File: src/rtl/bfp_vector_multiply.sv
// Block-floating-point vector multiplier: per-lane mantissa products sharing one
// exponent, renormalised by a common block shift through a 3-stage stallable pipeline.
module bfp_vector_multiply #(
    parameter int unsigned LANES        = 4,
    parameter int unsigned FractionSize = 11,
    parameter int unsigned ExpSize      = 5,
    parameter int unsigned BIAS         = 2**(ExpSize-1)-1
) (
    input  logic                            clk,
    input  logic                            rst_n,
    input  logic                            in_valid,
    output logic                            in_ready,
    input  logic [LANES*FractionSize-1:0]   factor1,
    input  logic [LANES*FractionSize-1:0]   factor2,
    input  logic [ExpSize-1:0]              exp1,
    input  logic [ExpSize-1:0]              exp2,
    output logic                            out_valid,
    input  logic                            out_ready,
    output logic [LANES*FractionSize-1:0]   product,
    output logic [ExpSize-1:0]              exp_out,
    output logic                            overflow,
    output logic                            underflow
);

    localparam int unsigned PW  = 2*FractionSize;
    localparam int unsigned EW  = ExpSize + 2;
    // One extra bit so e + sh can never wrap before the saturation test.
    localparam int unsigned RW  = ExpSize + 3;
    localparam int unsigned LZW = $clog2(PW + 1);

    logic                               stall_c;
    logic                               v1_q, v1_d, v2_q, v2_d, v3_q, v3_d;
    logic [LANES-1:0][PW-1:0]           p1_q, p1_d, p2_q, p2_d;
    logic [EW-1:0]                      e1_q, e1_d, e2_q, e2_d;
    logic [PW-1:0]                      or_c, or2_q, or2_d;
    logic [LZW-1:0]                     lz_c, lz2_q, lz2_d, sh_c;
    logic [RW-1:0]                      r_c;
    logic [LANES-1:0][FractionSize-1:0] prod_q, prod_d;
    logic [ExpSize-1:0]                 exp_q, exp_d;
    logic                               ovf_q, ovf_d, udf_q, udf_d;

    assign stall_c  = v3_q & ~out_ready;
    assign in_ready = ~stall_c;

    assign out_valid = v3_q;
    assign product   = prod_q;
    assign exp_out   = exp_q;
    assign overflow  = ovf_q;
    assign underflow = udf_q;

    // S1: raw lane products and biased exponent sum
    always_comb begin
        v1_d = v1_q;
        p1_d = p1_q;
        e1_d = e1_q;
        if (!stall_c) begin
            v1_d = in_valid;
            for (int i = 0; i < LANES; i++) begin
                p1_d[i] = PW'(factor1[i*FractionSize +: FractionSize])
                        * PW'(factor2[i*FractionSize +: FractionSize]);
            end
            e1_d = EW'(exp1) + EW'(exp2) - EW'(BIAS);
        end
    end

    // S2: block-wide leading-zero count over the OR of all lane products
    always_comb begin
        or_c = '0;
        for (int i = 0; i < LANES; i++) begin
            or_c = or_c | p1_q[i];
        end
        lz_c = LZW'(PW);
        for (int b = 0; b < PW; b++) begin
            if (or_c[b]) lz_c = LZW'(PW - 1 - b);
        end
    end

    always_comb begin
        v2_d  = v2_q;
        p2_d  = p2_q;
        e2_d  = e2_q;
        or2_d = or2_q;
        lz2_d = lz2_q;
        if (!stall_c) begin
            v2_d  = v1_q;
            p2_d  = p1_q;
            e2_d  = e1_q;
            or2_d = or_c;
            lz2_d = lz_c;
        end
    end

    // S3: common shift, exponent adjust and saturation
    always_comb begin
        sh_c = (lz2_q >= LZW'(FractionSize)) ? '0 : LZW'(FractionSize) - lz2_q;
        r_c  = {e2_q[EW-1], e2_q} + RW'(sh_c);
    end

    always_comb begin
        v3_d   = v3_q;
        prod_d = prod_q;
        exp_d  = exp_q;
        ovf_d  = ovf_q;
        udf_d  = udf_q;
        if (!stall_c) begin
            v3_d = v2_q;
            if (v2_q) begin
                prod_d = '0;
                exp_d  = '0;
                ovf_d  = 1'b0;
                udf_d  = 1'b0;
                if (or2_q != '0) begin
                    if (!r_c[RW-1] && (|r_c[RW-2:ExpSize])) begin
                        prod_d = '1;
                        exp_d  = '1;
                        ovf_d  = 1'b1;
                    end else if (r_c[RW-1]) begin
                        udf_d = 1'b1;
                    end else begin
                        exp_d = r_c[ExpSize-1:0];
                        for (int i = 0; i < LANES; i++) begin
                            prod_d[i] = FractionSize'(p2_q[i] >> sh_c);
                        end
                    end
                end
            end
        end
    end

    always_ff @(posedge clk) begin
        if (!rst_n) begin
            v1_q   <= 1'b0;
            v2_q   <= 1'b0;
            v3_q   <= 1'b0;
            p1_q   <= '0;
            p2_q   <= '0;
            e1_q   <= '0;
            e2_q   <= '0;
            or2_q  <= '0;
            lz2_q  <= '0;
            prod_q <= '0;
            exp_q  <= '0;
            ovf_q  <= 1'b0;
            udf_q  <= 1'b0;
        end else begin
            v1_q   <= v1_d;
            v2_q   <= v2_d;
            v3_q   <= v3_d;
            p1_q   <= p1_d;
            p2_q   <= p2_d;
            e1_q   <= e1_d;
            e2_q   <= e2_d;
            or2_q  <= or2_d;
            lz2_q  <= lz2_d;
            prod_q <= prod_d;
            exp_q  <= exp_d;
            ovf_q  <= ovf_d;
            udf_q  <= udf_d;
        end
    end

endmodule

File: config.mk
export PLATFORM = sky130hd
export DESIGN_NAME = bfp_vector_multiply
export DESIGN_NICKNAME = d
export VERILOG_FILES = /design/src/rtl/bfp_vector_multiply.sv
export SDC_FILE = /design/constraint.sdc
export NUM_CORES = 2
export LEC_CHECK = 0
export ABC_CLOCK_PERIOD_IN_PS = 18000
export BUFFER_PORTS_ARGS = -buffer_cell sky130_fd_sc_hd__buf_2
export CORE_MARGIN = 2
export CORE_UTILIZATION = 40
export CTS_CLUSTER_DIAMETER = 150
export CTS_CLUSTER_SIZE = 12
export DETAILED_ROUTE_END_ITERATION = 6
export PLACE_DENSITY_LB_ADDON = 0.1
export SLEW_MARGIN = 5
export SYNTH_ARGS = -nofsm -noshare
export SYNTH_HDL_FRONTEND = slang
export SYNTH_SLANG_ARGS = --single-unit
File: constraint.sdc
create_clock -name clk -period 18 [get_ports clk]
set_clock_uncertainty 0.15 [all_clocks]
set_input_delay 2.7 -clock clk [delete_from_list [all_inputs] [get_ports clk]]
set_output_delay 2.7 -clock clk [all_outputs]
set_load 0.01 [all_outputs]
; Yosys cells after proc, flatten, opt, wreduce, memory -nomap -nowiden
; Cells that the tools add are included.
[word_totals]
ff_bits = 271
in_bits = 102
output_inout_bits = 53
elab_cells = 80
[op_classes]
addsub = 4
mul = 4
order_cmp = 1
shift = 4
mux = 34
bitwise = 6
reduce_logical = 5
[ops]
columns = cell, count
row1 = 2-to-1 mux 44 bit, 3
row2 = 2-to-1 mux 5 bit, 25
row3 = multiplier 11 x 11 -> 22 bit, 4
row4 = right shift 22 x 5 -> 11 bit, 4
row5 = bitwise OR 22 bit, 3
row6 = nonzero test 22 bit, 1
row7 = adder 7 x 6 -> 8 bit, 1
row8 = subtractor 6 x 4 -> 7 bit (second input constant), 1
row9 = adder 5 x 5 -> 6 bit, 1
row10 = >= comparator 5 x 4 -> 1 bit (second input constant), 1
row11 = 2-to-1 mux 1 bit, 5
row12 = subtractor 4 x 5 -> 5 bit (first input constant), 1
row13 = 2-to-1 mux 2 bit, 1
row14 = inverter 1 bit, 2
row15 = AND reduction 2 bit, 1
row16 = OR reduction 2 bit, 1
row17 = AND 1 bit, 1
row18 = logical AND 1 bit, 1
row19 = zero test 1 bit, 1

; Logic depth before layout (Yosys ltp)
[depth]
word_depth = 25
depth_mapped = 21

; Worst setup path before layout
; Ideal clock, no wire load.
[synth_timing]
path_kind = input port to flip-flop
startpoint = in factor2[2]
endpoint = reg p1_q[21] in the netlist's numbering
setup_ns = 0.117
arrival_ns = 7.410
required_ns = 17.733
slack_ns = 10.322
path_stages = 19
path_buffers = 1
cell_sequence = clkbuf_1 > nand2_1 > fa_1 > fa_1 > inv_1 > fa_1 > fa_1 > inv_1 > fa_1 > inv_1 > ha_1 > a21o_1 > a21o_1 > o21ai_1 > a21oi_1 > o221ai_1 > a2111oi_0 > or3_1 > a32o_1
[synth_between]
elab_chain_len = 1
[synth_rtl]
columns = item, line
row1 = from (decl), 14  ; input logic [LANES*FractionSize-1:0] factor2,
row2 = multiplier 11 x 11 -> 22 bit, 60  ; * PW'(factor2[i*FractionSize +: FractionSize]);
row3 = to (signal assigned), 149  ; p1_q <= p1_d;
row4 = to (decl), 33  ; logic [LANES-1:0][PW-1:0] p1_q, p1_d, p2_q, p2_d;
; Every way passes these cells.
; A chain may end at the register's enable or synchronous reset.

; Worst setup path after layout
[layout_timing]
startpoint = in factor1[5]
endpoint = reg p1_q[21] in the netlist's numbering
[layout_between]
elab_chain_len = 1
[layout_rtl]
columns = item, line
row1 = from (decl), 13  ; input logic [LANES*FractionSize-1:0] factor1,
row2 = multiplier 11 x 11 -> 22 bit, 60
; Every way passes these cells.

==> impl_metrics.xml <==
<?xml version="1.0" encoding="UTF-8"?>
<metrics>
  <group name="global_route">
    <metric name="groute.usage.overall" unit="">0.2210</metric>
    <metric name="grt_max_degree" unit="">107</metric>
    <metric name="first_pass_grt_wire_length" unit="mm">134.1</metric>
    <metric name="via_count_of_the_first_global_routing_pass" unit="">23790</metric>
    <metric name="grt_antenna_before_repair" unit="">1</metric>
    <metric name="grt-ovfl-total" unit="">0</metric>
  </group>
  <group name="run_status">
    <metric name="status" unit="">complete, no violations</metric>
  </group>
  <group name="die">
    <metric name="fp.dieArea" unit="um2">75390</metric>
    <metric name="die-width" unit="um">274.6</metric>
    <metric name="placeableCoreArea" unit="um2">72710</metric>
    <metric name="starting_density" unit="">0.4027</metric>
    <metric name="fp.dieH" unit="um">274.6</metric>
    <metric name="placementRows" unit="">99</metric>
    <metric name="floorplan.io_pins" unit="">155</metric>
  </group>
  <group name="power_and_ir_drop">
    <metric name="leakage" unit="uW">0.01505</metric>
    <metric name="power_density" unit="nW/um2">133.4</metric>
    <metric name="report.power.total" unit="uW">4169</metric>
    <metric name="vdd_drop_max" unit="uV">66.94</metric>
  </group>
  <group name="sta">
    <metric name="final.setup.worst_slack" unit="ps">10560</metric>
    <metric name="final_hold_viol_count" unit="">0</metric>
    <metric name="timing.setup.tns" unit="ps">0</metric>
    <metric name="period_share" unit="">0.4136</metric>
    <metric name="clock.fmax" unit="GHz">0.1343</metric>
    <metric name="final-max-slew-violation-count" unit="">0</metric>
    <metric name="max_slew.worst_pin.slew" unit="ps">1257</metric>
    <metric name="grt_setup_unrepaired" unit="">false</metric>
    <metric name="final_period_demand_of_the_worst_path" unit="ps">7445</metric>
    <metric name="slew_headroom" unit="">0.1586</metric>
    <metric name="setup_violations" unit="">0</metric>
  </group>
  <group name="clocking">
    <metric name="clk_pin_slew" unit="ps">60</metric>
    <metric name="post-cts-setup-buffer-count" unit="">0</metric>
    <metric name="clk_root_buffer_cell" unit="">sky130_fd_sc_hd__clkbuf_16</metric>
    <metric name="tritoncts.num_buffers" unit="">26</metric>
    <metric name="cts_max_path_buffers" unit="">3</metric>
    <metric name="cts-hold-fix-buffers" unit="">0</metric>
    <metric name="post_cts.resized_instances" unit="">0</metric>
    <metric name="htreeDepth" unit="">1</metric>
    <metric name="clock_latency_on_the_worst_skew_pair" unit="ps">560</metric>
    <metric name="tritoncts_clock_tree" unit="">built</metric>
    <metric name="clock-sinks" unit="">271</metric>
  </group>
  <group name="drt">
    <metric name="wl" unit="mm">82.08</metric>
    <metric name="first_iter_violations" unit="">1611</metric>
    <metric name="wl_per_cell" unit="um">18.14</metric>
    <metric name="avg_vias_per_cell" unit="">5.294</metric>
    <metric name="vias_after_detailed_routing" unit="">23950</metric>
    <metric name="drc_errors" unit="">0</metric>
    <metric name="antenna_left" unit="">0</metric>
    <metric name="drt_pre_antenna_iters" unit="">5</metric>
  </group>
  <group name="worst_setup_path">
    <metric name="worst-endpoint-required" unit="ps">18300</metric>
    <metric name="worst_path_largest_cell_delay" unit="ps">550</metric>
    <metric name="startpoint_type" unit="">input port</metric>
    <metric name="timing_worst_setup_path_type" unit="">in2reg</metric>
    <metric name="critPathMaxFanout" unit="">11</metric>
    <metric name="worst_path_max_delay_cell" unit="">sky130_fd_sc_hd__fa_1</metric>
    <metric name="nature_of_the_critical_path_endpoint" unit="">register</metric>
    <metric name="worst_path_most_repeated_cell" unit="">sky130_fd_sc_hd__fa_1</metric>
    <metric name="arrival" unit="ps">7740</metric>
    <metric name="worstPathCellList" unit="">buf_2 &gt; nand2_1 &gt; fa_1 &gt; fa_1 &gt; inv_1 &gt; fa_1 &gt; fa_1 &gt; inv_1 &gt; fa_1 &gt; inv_1 &gt; ha_1 &gt; a21o_1 &gt; a21o_1 &gt; nor2_1 &gt; a21oi_1 &gt; o221ai_1 &gt; a2111oi_0 &gt; o21ai_0 &gt; a32o_1</metric>
  </group>
  <group name="synth">
    <metric name="syn-instance-count" unit="">3582</metric>
    <metric name="synthesis.area" unit="um2">29280</metric>
    <metric name="syn-mean-instance-area" unit="um2">8.175</metric>
    <metric name="seq_area_frac_synth" unit="">0.1853</metric>
    <metric name="synth.ff_latch_count" unit="">271</metric>
    <metric name="synth_enable_flop_cells" unit="">0</metric>
    <metric name="synth_flop_cell" unit="">sky130_fd_sc_hd__dfxtp_1</metric>
    <metric name="syn_nets" unit="">4262</metric>
    <metric name="synth-warning-count" unit="">0</metric>
    <metric name="yosys.cell_types.count" unit="">72</metric>
    <metric name="asyncSetResetFlopFracSynth" unit="">0</metric>
  </group>
  <group name="placement">
    <metric name="dpl.hpwl" unit="mm">63.94</metric>
    <metric name="gpl.final_weighted_congestion" unit="">0.8905</metric>
    <metric name="io_buffer_count" unit="">154</metric>
    <metric name="dp_slack" unit="ps">9954</metric>
  </group>
  <group name="layout">
    <metric name="antenna_cells" unit="">0</metric>
    <metric name="final_layout_size_suffix_gt1_frac" unit="">0.06788</metric>
    <metric name="area_growth_syn_to_layout" unit="%">6.739</metric>
    <metric name="fin_nets" unit="">4245</metric>
  </group>
  <group name="run">
    <metric name="max_cap_violations" unit="">0</metric>
  </group>
  <group name="min_path">
    <metric name="hold_class" unit="">reg2reg</metric>
  </group>
</metrics>
[power breakdown]
| part | switching [uW] | total, uW | internal (uW) |
|---|---|---|---|
| Clock | 231 | 486 | 255 |
| Sequential | 166 | 911 | 744 |
| Combinational | 1600 | 2770 | 1170 |
| Total | 2000 | 4170 | 2170 |
[Yosys cell counts, drive strengths merged, types with 15 or more instances]
cell	number	area (um2)
a211oi	56	425.4
a21o	25	187.7
a21oi	283	1416
a221oi	31	309.1
and2	281	1758
buf	37	196.4
clkbuf	186	698.2
dfxtp	271	5425
fa	322	6446
ha	256	3203
inv	454	1704
mux2i	136	1361
nand2	608	2282
nand2b	15	93.84
nand3	56	285.3
nor2	148	558.0
nor3	22	115.1
nor4	22	137.6
o21ai	98	490.5
o221ai	21	183.9
o22ai	21	131.4
xnor2	25	219.0
xor2	25	219.0
[per-layer routing]
| layer | GRT usage | routed length [um] | share of wire |
|---|---|---|---|
| met1 | 0.3229 | 39490 | 0.48 |
| met2 | 0.3558 | 37040 | 0.45 |
| met3 | 0.01955 | 3643 | 0.044 |
| met4 | 0.04648 | 1907 | 0.023 |
| met5 | 0 | 0 | 0 |
[stage by stage]
step,util,hold slack [ps],area (um2),cells
6_report,0.4299,303.2,31260,4524
5_1_grt,0.4299,322.6,31260,4524
4_1_cts,0.4299,306.8,31260,4524
3_5_place_dp,0.4206,298.1,30580,4496
3_3_place_gp,0.4206,294.4,30580,4496
2_1_floorplan,-,279.4,29280,3582
[sequential cells by signal, summed over array words and instances (netlist names), 5 cells and up]
| signal | cells |
|---|---|
| e1_q | 7 |
| product | 44 |
| exp_out | 5 |
| or2_q | 22 |
| p2_q | 88 |
| p1_q | 88 |
| lz2_q | 5 |
| e2_q | 7 |
[placed cells by master, fill, tap and decap left out, drive strengths merged, types with 7 or more instances in the layout]
cell type / n
nand2: 608
inv: 454
fa: 322
a21oi: 283
and2: 281
dfxtp: 271
ha: 256
buf: 178
nor2: 148
mux2i: 136
o21ai: 98
nand3: 56
a211oi: 56
a221oi: 31
clkbuf: 26
xor2: 25
a21o: 25
xnor2: 25
nor4: 22
nor3: 22
o22ai: 21
o221ai: 21
nand2b: 15
o211ai: 14
o21a: 14
nor2b: 13
a22oi: 12
mux2: 12
a31oi: 11
or3: 9
and3: 9
a211o: 8
or4: 7
nand4: 7
[final timing paths]
check / from / endpoint / slack (ps) / cells after the start
max: factor1[5] / p1_q[21] / 10560 / 19
min: p2_q[22] / p2_q[22] / 300 / 2
max reg2reg: lz2_q[2] / product[3] / 13390 / 15
min reg2reg: p2_q[22] / p2_q[22] / 300 / 2
[worst max-delay path: cells and delay by family]
family,cells,cell delay (ps)
fa+ha+maj,6,2840
compound gates,7,1700
buf+inv,4,360
simple gates,2,150
[cell families (layout without fill, tap and decap cells)]
kind of cell	Yosys count	in the layout	share of synthesized area
buffers and inverters	677	660	0.08875
AND/OR/NAND/NOR	1206	1206	0.1909
AO/OA/AOI/OAI	652	652	0.1395
XOR/XNOR	50	50	0.01496
multiplexers	148	148	0.05110
flip-flops	271	271	0.1853
adder cells (fa/ha/maj)	578	578	0.3295
[area by class of cell]
class | instances | area [um2]
Timing Repair Buffer | 178 | 950.9
Tap cell | 959 | 1200
Clock inverter | 2 | 23.77
Multi-Input combinational cell | 2634 | 21290
Sequential cell | 271 | 5425
Inverter | 454 | 1714
Clock buffer | 26 | 650.6
Fill cell | 7585 | 41460
Power figures use the tool's default switching activity.
